--- src/rtl/imem_boot_ctrl.sv ---
// imem_boot_ctrl
// Streams a program into instruction memory while holding the mips16 core in
// reset. It then releases the core and watches its PC. A run completes when the
// PC parks on a self-branch, or when the cycle budget runs out.
module imem_boot_ctrl #(
    parameter int ADDR_W      = 8,
    parameter int STALL_LIMIT = 4,
    parameter int MAX_CYCLES  = 65535
) (
    input  logic              clk,
    input  logic              rst,
    input  logic              start,
    input  logic [ADDR_W:0]   load_len,
    input  logic              s_valid,
    input  logic [15:0]       s_data,
    output logic              s_ready,
    output logic              imem_we,
    output logic [ADDR_W-1:0] imem_addr,
    output logic [15:0]       imem_wdata,
    output logic              core_rst,
    input  logic [15:0]       pc,
    output logic              busy,
    output logic              done,
    output logic              timeout,
    output logic [ADDR_W:0]   words_loaded,
    output logic [31:0]       cycle_count
);

    localparam int DEPTH   = 2 ** ADDR_W;
    localparam int STALL_W = $clog2(STALL_LIMIT + 1);

    localparam logic [ADDR_W:0]    DEPTH_LEN    = (ADDR_W + 1)'(DEPTH);
    localparam logic [ADDR_W:0]    LEN_ONE      = (ADDR_W + 1)'(1);
    localparam logic [STALL_W-1:0] STALL_ONE    = STALL_W'(1);
    localparam logic [STALL_W-1:0] STALL_END    = STALL_W'(STALL_LIMIT - 1);
    localparam logic [31:0]        CYCLE_BUDGET = 32'(MAX_CYCLES);

    typedef enum logic [1:0] {
        S_IDLE,
        S_LOAD,
        S_RUN,
        S_DONE
    } state_t;

    state_t             state_reg;
    logic [ADDR_W:0]    len_reg;
    logic [15:0]        prev_pc_reg;
    logic [STALL_W-1:0] stall_reg;
    logic               first_run_reg;

    logic               handshake;
    logic [ADDR_W:0]    start_len;
    logic [ADDR_W:0]    words_next;
    logic               pc_match;
    logic [STALL_W-1:0] stall_next;
    logic               halt;
    logic [31:0]        cycle_count_next;
    logic               budget_hit;

    // Memory writes happen in the same cycle as the handshake.
    // Write data is zeroed when no write is taking place.
    assign handshake  = s_valid & s_ready;
    assign imem_we    = handshake;
    assign imem_addr  = words_loaded[ADDR_W-1:0];
    assign imem_wdata = handshake ? s_data : 16'h0000;

    // Requests longer than the memory are clamped, so addresses never wrap.
    assign start_len  = (load_len > DEPTH_LEN) ? DEPTH_LEN : load_len;
    assign words_next = words_loaded + LEN_ONE;

    // On the first RUN cycle prev_pc still holds a stale value, so the compare
    // is suppressed. Halt fires when the updated stall count reaches
    // STALL_LIMIT-1 matching compares, which means the PC has been stable for
    // STALL_LIMIT cycles.
    assign pc_match         = !first_run_reg && (pc == prev_pc_reg);
    assign stall_next       = pc_match ? (stall_reg + STALL_ONE) : '0;
    assign halt             = pc_match && (stall_next == STALL_END);
    assign cycle_count_next = (cycle_count == 32'hFFFF_FFFF) ? cycle_count
                                                             : cycle_count + 32'd1;
    assign budget_hit       = (cycle_count_next >= CYCLE_BUDGET);

    // Controller FSM. Status outputs are registered alongside the state.
    always_ff @(posedge clk or posedge rst) begin
        if (rst) begin
            state_reg     <= S_IDLE;
            len_reg       <= '0;
            prev_pc_reg   <= '0;
            stall_reg     <= '0;
            first_run_reg <= 1'b1;
            core_rst      <= 1'b1;
            s_ready       <= 1'b0;
            busy          <= 1'b0;
            done          <= 1'b0;
            timeout       <= 1'b0;
            words_loaded  <= '0;
            cycle_count   <= '0;
        end else begin
            case (state_reg)
                S_IDLE, S_DONE: begin
                    if (start) begin
                        len_reg       <= start_len;
                        words_loaded  <= '0;
                        cycle_count   <= '0;
                        timeout       <= 1'b0;
                        stall_reg     <= '0;
                        first_run_reg <= 1'b1;
                        busy          <= 1'b1;
                        done          <= 1'b0;
                        if (start_len != '0) begin
                            state_reg <= S_LOAD;
                            s_ready   <= 1'b1;
                            core_rst  <= 1'b1;
                        end else begin
                            state_reg <= S_RUN;
                            s_ready   <= 1'b0;
                            core_rst  <= 1'b0;
                        end
                    end
                end
                S_LOAD: begin
                    if (handshake) begin
                        words_loaded <= words_next;
                        if (words_next == len_reg) begin
                            state_reg     <= S_RUN;
                            s_ready       <= 1'b0;
                            core_rst      <= 1'b0;
                            first_run_reg <= 1'b1;
                        end
                    end
                end
                S_RUN: begin
                    cycle_count   <= cycle_count_next;
                    prev_pc_reg   <= pc;
                    first_run_reg <= 1'b0;
                    stall_reg     <= stall_next;
                    if (halt) begin
                        state_reg <= S_DONE;
                        timeout   <= 1'b0;
                        busy      <= 1'b0;
                        done      <= 1'b1;
                    end else if (budget_hit) begin
                        state_reg <= S_DONE;
                        timeout   <= 1'b1;
                        busy      <= 1'b0;
                        done      <= 1'b1;
                    end
                end
                default: begin
                    state_reg <= S_IDLE;
                    core_rst  <= 1'b1;
                    s_ready   <= 1'b0;
                    busy      <= 1'b0;
                    done      <= 1'b0;
                end
            endcase
        end
    end

endmodule

--- config.mk ---
export PLATFORM = sky130hd
export DESIGN_NAME = imem_boot_ctrl
export DESIGN_NICKNAME = d
export VERILOG_FILES = /design/src/rtl/imem_boot_ctrl.sv
export SDC_FILE = /design/constraint.sdc
export NUM_CORES = 1
export LEC_CHECK = 0
export ABC_AREA = 1
export BUFFER_PORTS_ARGS = -buffer_cell sky130_fd_sc_hd__buf_2
export CAP_MARGIN = 20
export CORE_AREA = 8 8 117 119
export DETAILED_ROUTE_END_ITERATION = 10
export DIE_AREA = 0 0 125 127
export PLACE_DENSITY_LB_ADDON = 0.05
export SLEW_MARGIN = 40
export SYNTH_ARGS = -nofsm -noshare
export SYNTH_HDL_FRONTEND = slang
export SYNTH_SLANG_ARGS = --single-unit
--- constraint.sdc ---
create_clock -name clk -period 2.9 [get_ports clk]
set_clock_uncertainty 0.1 [all_clocks]
set_input_delay 0.29 -clock clk [delete_from_list [all_inputs] [get_ports clk]]
set_output_delay 0.29 -clock clk [all_outputs]
set_load 0.01 [all_outputs]
==> results of run 1 <==
-- cells in the final DEF, fill, tap and decap left out, types with 2 or more instances in the layout --
master,count
a31o_2,5
xnor2_1,3
inv_6,2
inv_1,107
or2_2,2
nor3_1,3
nor4_1,2
o21ai_0,62
nand2_2,2
buf_4,12
dfstp_2,2
clkinv_4,2
nand3b_1,2
nand4_1,6
buf_2,115
nand3_2,2
clkbuf_16,9
xor2_1,13
ha_1,5
nand2_1,254
a21oi_1,10
o22ai_1,17
dfrtp_1,75
nor2_2,2
nand3_1,53
inv_2,3
nor2_1,97
-- layout make-up --
class / instances / area share (%)
clock inverter: 6 / 0.787
timing repair buffer: 129 / 11.5
inverter: 110 / 6.84
tap: 147 / 3.04
multi-input combinational: 549 / 42.1
sequential: 77 / 31.9
clock buffer: 10 / 3.79
-- routing by layer --
metal	track usage (%)	vias up	share of wire (%)
li1	-	2613	-
met1	25.6	2280	48
met2	28.0	192	42
met3	4.70	19	8.3
met4	6.73	0	1.5
met5	0	-	0
-- power breakdown --
part | internal [mW] | leakage [nW] | switching [mW] | total [mW]
registers | 1.34 | 1.02 | 0.147 | 1.49
logic | 0.550 | 2.04 | 1.11 | 1.66
clock network | 0.588 | 0.133 | 0.487 | 1.07
total | 2.48 | 3.19 | 1.74 | 4.22
-- how the worst max path moves through the flow --
stage / startpoint / depth (start not counted) / to / slack [ns]
3_3_place_gp: cycle_count[1]$_DFFE_PP0P_ / 13 / state_reg[1]$_DFFE_PP0P_ / 0.23
4_1_cts: cycle_count[1]$_DFFE_PP0P_ / 15 / state_reg[1]$_DFFE_PP0P_ / 0.16
5_1_grt: cycle_count[1]$_DFFE_PP0P_ / 15 / state_reg[0]$_DFFE_PP0P_ / 0.01
3_5_place_dp: cycle_count[1]$_DFFE_PP0P_ / 15 / state_reg[1]$_DFFE_PP0P_ / 0.17
2_1_floorplan: rst / 1 / busy$_DFFE_PP0P_ / 0.55
6_report: cycle_count[1]$_DFFE_PP0P_ / 13 / state_reg[1]$_DFFE_PP0P_ / 0.26
-- through the flow --
stage          std cells  power (mW)  util [%]  hold WS (ns)
4_1_cts             1028        4.25      51.0        0.0590
5_1_grt             1028        4.56      51.1        0.0802
2_1_floorplan        758        2.61         -         0.307
6_report            1028        4.22      51.1        0.0673
3_5_place_dp        1011        3.17      48.6         0.310
3_3_place_gp        1011        3.13      48.6         0.313
-- cells by family after synthesis --
group / count (synthesis) / synth area share, %
AOI/OAI and AO/OA: 96 / 10.6
xor gates and xnor gates: 16 / 2.81
adders and majority gates: 6 / 1.50
buffers and inverters: 132 / 10.7
DFF: 77 / 38.6
muxes: 1 / 0.201
and+or+nand+nor: 430 / 35.5
-- what timing repair did --
item | in CTS | in global routing
setup endpoints to repair | 0 | 5
hold endpoints to repair | 26 | 0
hold buffers | 1 | 0
gates resized for setup | 0 | 3
-- worst min-delay path, cell delays in order --
cell,delay (ns)
buf_2,0.09
nand2_1,0.05
nand2_1,0.05
==> results list, run 1 <==
- Post-CTS timing repair inserted 0 buffers for setup.
- In this run the standard cell core region covers about 12000 um^2.
- Fraction of post-synthesis cell area in the top cell type by area: between 30% and 40%
- The register with the most flip-flops in the layout has 32 of them.
- Walking the worst path, the cells encountered are ha_2 -> nand3_2 -> nor2_4 -> inv_1 -> nor2_1 -> nand3_1 -> a21oi_1 -> nand3_1 -> nor2_1 -> nand3_2 -> nand2_1 -> nand2_1 -> nand2_1.
- Filler cell count in the final layout: 1214
- Accumulated negative setup slack: 0 ns
- Net total in the final layout: 927
- Critical path's top delay family: simple AND/OR/NAND/NOR gates
* Clock latency on the worst-skew pair: 0.34 ns
* Worst Hold Endpoint: prev_pc_reg[8]$_DFFE_PP0P_
- The die is 127 um tall.
- Worst relative slew slack: 58.6%
- Post-synth top area cell: dfrtp_1
- After detailed placement, the total cell area comes to 5740 um^2.
- The detailed router finished its first iteration with 259 violations.
- Layout overhead on the synthesized area: 21.0%
- Fin crit period: 2.64 ns
- Cell count of the worst hold path: 3
- The critical path is of the flop to flop type.
* Row cnt: 40
- CP required: 3.09 ns
- Initial core utilization: a little over two fifths
- TritonCTS clock tree: done
- Ant. Diodes: 0
- Count of buffers from port buffering: 115
- For the pin with the worst max-slew slack, the measured transition is roughly 0.62 ns.
- For this run, the total global-route usage over all layers was measured as about a fifth.
- Number of optimization iterations in the first detailed-route pass: 5
- Number of remaining DRC errors: 0
- Library cell contributing the largest single delay on the critical path: dfrtp_1
* Worst IR Drop VDD: 0.000496 V
- Setup slack on the critical path of the routed design comes to ~0.26 ns.
- Fin crit share: 90.9%
- CTS clock-pin slew for the worst setup and hold paths: 0.06 ns
- # Max-Cap Violations: 0
- Sorting the synthesized cells by area gives the leading types as dfrtp_1 (38%), nand2_1 (19%), inv_1 (8.1%).
- In this run the static leakage power is 3.19 nW.
- By instance count, the cell type seen most on the critical path is nand2_1.
- Biggest cell delay along the critical path: around 0.40 ns
- For this run, the number of Yosys warnings is 0.
- Leading post-synthesis cells by instance count: nand2_1 (254), inv_1 (108), nor2_1 (97), dfrtp_1 (75), o21ai_0 (62)
- Across the whole layout, storage elements account for between 1500 and 2000 um^2.
- In this run the critical register-to-register path is captured at state_reg[1]$_DFFE_PP0P_.
- Max Root-Sink Buffers: 2
* H-tree depth: 3
- Synth unique cells: 32
- RSZ-0062 raised after global routing: false
* Synth Register Bits: 77
- The cell sitting at the root of the clock tree is a clkbuf_16.
- Count of mapped cells out of synthesis: 758
* Max-slew violation total from the final report: 0
- Summing all multi-input logic gate instances after layout gives 2540 um^2.
- Power spread over the standard cell area amounts to 699 nW/um^2.
- The number of clock buffers added by TritonCTS is 9.
- OpenSTA, run right after detailed placement, puts the worst setup slack at approximately 0.17 ns.
- Final weighted congestion of routability-driven global placement: 0.938
* Horizontal die dimension: 125 um
- The worst hold path belongs to the class input port to flop.
* Number of buffers and inverters on the critical path: 1
- The first global-routing pass estimated 24300 um of wire.
- The worst register-to-register path begins at cycle_count[1]$_DFFE_PP0P_.
* Critical-path maximum fanout: 7
- Die footprint: 15900 um^2
* Sequential area share after synthesis: 38.6%
* FF-to-FF path depth: 13
- Share of post-route cells with drive strength above 1: 18.8%
* Minimum setup slack among reg-to-reg paths: 0.26 ns
- Counting flops with a built-in enable in the synthesized netlist gives 0.
- The routed layout has 5104 vias.
* Endpoint kind of the worst setup timing path: flop
- Sinks on the clock net: 77
* Share of synthesized registers carrying an async set or reset: between 90% and 100%
- Most frequent cell after synthesis: nand2_1
- The number of nets in the synthesized netlist is 809.
* DR WL/cell: between 10 and 15 um
- Arrival time of data at the critical path endpoint: 2.82 ns
* Type of origin of the critical path: flop
- Entering global routing, the biggest net connects 51 pins.
- After routing the design area is about 6000 um^2.
* Overflow after GRT: 0
* Via count of the first global-routing pass: 4829
- Setup violations remaining at the end of the flow were counted as 0.
- Ys flop type: dfrtp_1
- Detailed placement finished with a half-perimeter wire length of 11500 um.
- Launch instance of the worst min-delay path: pc[8]
* Antenna violations before repair: 0
* Post-synthesis average cell area: 6.59 um^2
- Antenna violation net count after detailed routing: 0
* Maximum achievable frequency: approximately 0.38 GHz
- I/O pin cnt: 116
- The final layout contains routed wiring with a total length of 14700 um.
- The number of hold violations in the final report was 0.
- Dividing the detail-routed via count by the number of cells gives 4.96.
* Cell Area, Synth: 4990 um^2
- Outcome: complete, no violations
Note: power is estimated with default switching activity, not from simulation.
==> run 2: changes to the inputs <==
CELL_PAD_IN_SITES_DETAIL_PLACEMENT = 2   (was default)
CELL_PAD_IN_SITES_GLOBAL_PLACEMENT = 2   (was default)
CORE_AREA = 8 8 141 143   (was 8 8 117 119)
DIE_AREA = 0 0 149 151   (was 0 0 125 127)
==> run 2 against run 1 <==
  * Clock power rose by 14%
  * Critical path depth rose by 2
  * Cell count rose by 8.3%
  * Sequential share of layout area fell by 0.85 points
  * Worst setup slack got worse by 0.0032 ns
  * Die area rose by 42%
  * Global-route usage fell by 0.12 points
  * First-iteration DRC count fell by 42%
  * Total power rose by 7.5%
  * Design area rose by 2.8%
  * Worst hold slack improved by 0.0064 ns
  * Critical path type unchanged
  * Critical endpoint is now state_reg[0]$_DFFE_PP0P_
==> results list, run 2 (synthesis gave the netlist of run 1 again) <==
* I/O pin cnt: 116 (unchanged)
* Highest routing layer actually used: met4
- The H-tree depth reported by CTS is 3 (unchanged).
- The initial antenna violation count was 0 (unchanged).
* Overflow after GRT: 0 (unchanged)
- The fraction of final layout cells sized beyond drive strength 1 was 19.5% (+0.61 points).
* Vias after detailed routing: 5383 (+5.5%)
* TritonCTS clock tree: done
- The number of nets in the layout was 930 (+0.32%).
- Horizontal die dimension: 149 um (+19%)
- The flip-flop count of the largest register after layout is 32 (unchanged).
- The wire length of the first global-routing pass was 32900 um (+36%).
- Setup repair after global routing left no endpoint under its margin.
* Number of remaining DRC errors: 0 (unchanged)
* Chip height: 151 um (+19%)
- Std-Cell Core Area: 17700 um^2 (+49%)
- Fin cells: 1113 (+8.3%)
* Antenna violation net count after detailed routing: 0 (unchanged)
* Sinks on the clock net: 77 (unchanged)
- The area of the die is 22500 um^2 (+42%).
- CP required: 3.04 ns (-0.05 ns)
- The filler cell count came to 2196 (+81%).
* Via count of the first global-routing pass: 6162 (+28%)
- Number of buffers created by CTS: 9 (unchanged)
- FF-to-FF path depth: 15 (+2)
- The count of TritonRoute iterations in the first routing pass is 4 (-1).
- Mean number of vias per cell: 4.84 (-2.6%)
- The hold path depth is 3 (unchanged).
- Count of buffers from port buffering: 115 (unchanged)
* WL met2: 9740 um (+56%)
* Worst min-delay path category: input port to flop
* Row cnt: 49 (+23%)
* # Max-Cap Violations: 0 (unchanged)
- Final routed wirelength across all metal layers: 20400 um (+39%)
- The run finished with clean final reports.
* Final Setup Violations: 0 (unchanged)
- The number of pins with negative max-slew slack in the final report came to 0 (unchanged).
* Worst IR Drop VDD: 0.000289 V (-42%)
- Arrival time of data at the critical path endpoint: 2.78 ns (-0.04 ns)
- Total power divided by cell area: 730 nW/um^2 (+4.6%)
- The aggregate negative setup slack came to 0 ns (unchanged).
- Endpoint kind of the worst setup timing path: flop
* Detailed-route wire length on metal 1: 9320 um (+33%)
- The clock insertion delay at the later pin of the skew report came to 0.36 ns (+0.02 ns).
- Final Hold Viols: 0 (unchanged)
- Largest net degree at the start of global routing: 47 (-7.8%)
- Library cell used as clock root buffer: clkbuf_16
* Worst relative slew slack: 56.5% (-2.1 points)
- Total routing resource utilization after global routing: 18.6% (-0.12 points)
* Dpl hpwl: 16100 um (+40%)
* Final weighted congestion of routability-driven global placement: 0.842 (-10%)
- The slew at the pin closest to its max-slew limit came to 0.652 ns (+0.0321 ns).
- The number of DRC markers after the initial detailed-route iteration was 149 (-42%).
- The area growth from synthesis to layout is 24.4%.
- The worst setup path is launched from a flop.
- The library cell used most frequently in the layout, excluding fill and tap cells, is nand2_1.
- Fin crit share: 91.0% (+0.11 points)
- Wire length on met3: 970 um (-20%)
- The worst setup path is of the flop to flop kind.
- Max Root-Sink Buffers: 2 (unchanged)
* Fin crit period: 2.64 ns (+0.00318 ns)
- The effective utilization at floorplan was 28.3% (-14 points).
* Ant. Diodes: 0 (unchanged)
- The number of instances in the placed design was 1096 (+8.4%).
* Leading cell types in the layout, fill and taps excluded: nand2_1 (254), buf_2 (115), inv_1 (107), nor2_1 (96), dfrtp_1 (74)
* Critical-path maximum fanout: 16 (+9)
* DR WL/cell: 18.3 um (+28%)
- Maximum achievable frequency: 0.379 GHz (-0.12%)
* Number of buffers inserted to repair setup after CTS: 0 (unchanged)
- Leakage power: 3.23 nW (+1.1%)
* CTS clock-pin slew for the worst setup and hold paths: 0.07 ns (about the same)
-- run 2: cell count changes in the layout (fill, tap and decap cells not counted), sizes merged --
cell and delta:
inv -1, bufinv +1, buf +3
-- run 2: through the flow --
| stage | hold WS [ns] | power (mW) | utilization [%] | instance area, um^2 | setup slack (ns) |
|---|---|---|---|---|---|
| 6_report | 0.0737 | 4.54 | 35.2 | 6210 | 0.260 |
| 5_1_grt | 0.0855 | 4.91 | 35.2 | 6210 | 0.00718 |
| 3_5_place_dp | 0.303 | 3.37 | 33.3 | 5880 | 0.106 |
| 2_1_floorplan | 0.307 | 2.61 | - | 4990 | 0.547 |
| 4_1_cts | 0.0660 | 4.62 | 35.1 | 6200 | 0.0870 |
| 3_3_place_gp | 0.289 | 3.25 | 33.3 | 5880 | 0.349 |
-- run 2: final timing paths --
check                                                 from                         end  slack (ns)
min in group asynchronous                              rst      len_reg[1]$_DFFE_PP0P_        0.45
worst max-delay path            cycle_count[1]$_DFFE_PP0P_    state_reg[0]$_DFFE_PP0P_        0.26
worst min register to register        core_rst$_DFFE_PP1P_        core_rst$_DFFE_PP1P_        0.38
max in group asynchronous                              rst   first_run_reg$_DFFE_PP1P_        1.53
worst min-delay path                                 pc[2]  prev_pc_reg[2]$_DFFE_PP0P_        0.07
worst max register to register  cycle_count[1]$_DFFE_PP0P_    state_reg[0]$_DFFE_PP0P_        0.26
-- run 2: worst max-delay path, stage by stage (launching register included) --
cell and delay, ns:
dfrtp_1 0.41, ha_2 0.26, nand3_2 0.17, inv_2 0.15, nand2_4 0.09, nor2_8 0.16
nand3_2 0.08, buf_4 0.21, o21ai_0 0.11, nand3_1 0.14, nor2_1 0.17, nand2_1 0.12
nand3_4 0.14, nand2_1 0.09, nand2_1 0.07, nand2_1 0.05
-- run 2: layout make-up --
class	instances	area [um^2]	area share (%)
tap	229	287	4.61
sequential	77	1930	31.1
multi-input combinational	549	2540	40.9
clock inverter	6	68.8	1.11
inverter	110	414	6.67
timing repair buffer	132	731	11.8
clock buffer	10	239	3.85
-- run 2: power breakdown --
part,total [mW],switching (mW),internal [mW]
sequential,1.51,0.163,1.34
clock,1.22,0.521,0.698
combinational,1.81,1.21,0.597
total,4.54,1.90,2.64
-- run 2: timing repair --
action / in CTS / in global routing
setup endpoints to repair: 0 / 5
resized for setup: 0 / 5
hold endpoints to repair: 30 / 0
hold buffers: 1 / 0
-- run 2: metal layers --
| layer | up-vias | GRT usage, % |
|---|---|---|
| met1 | 2641 | 23.3 |
| met3 | 22 | 3.32 |
| li1 | 2615 | - |
| met4 | 0 | 6.11 |
| met2 | 105 | 31.8 |
| met5 | - | 0 |
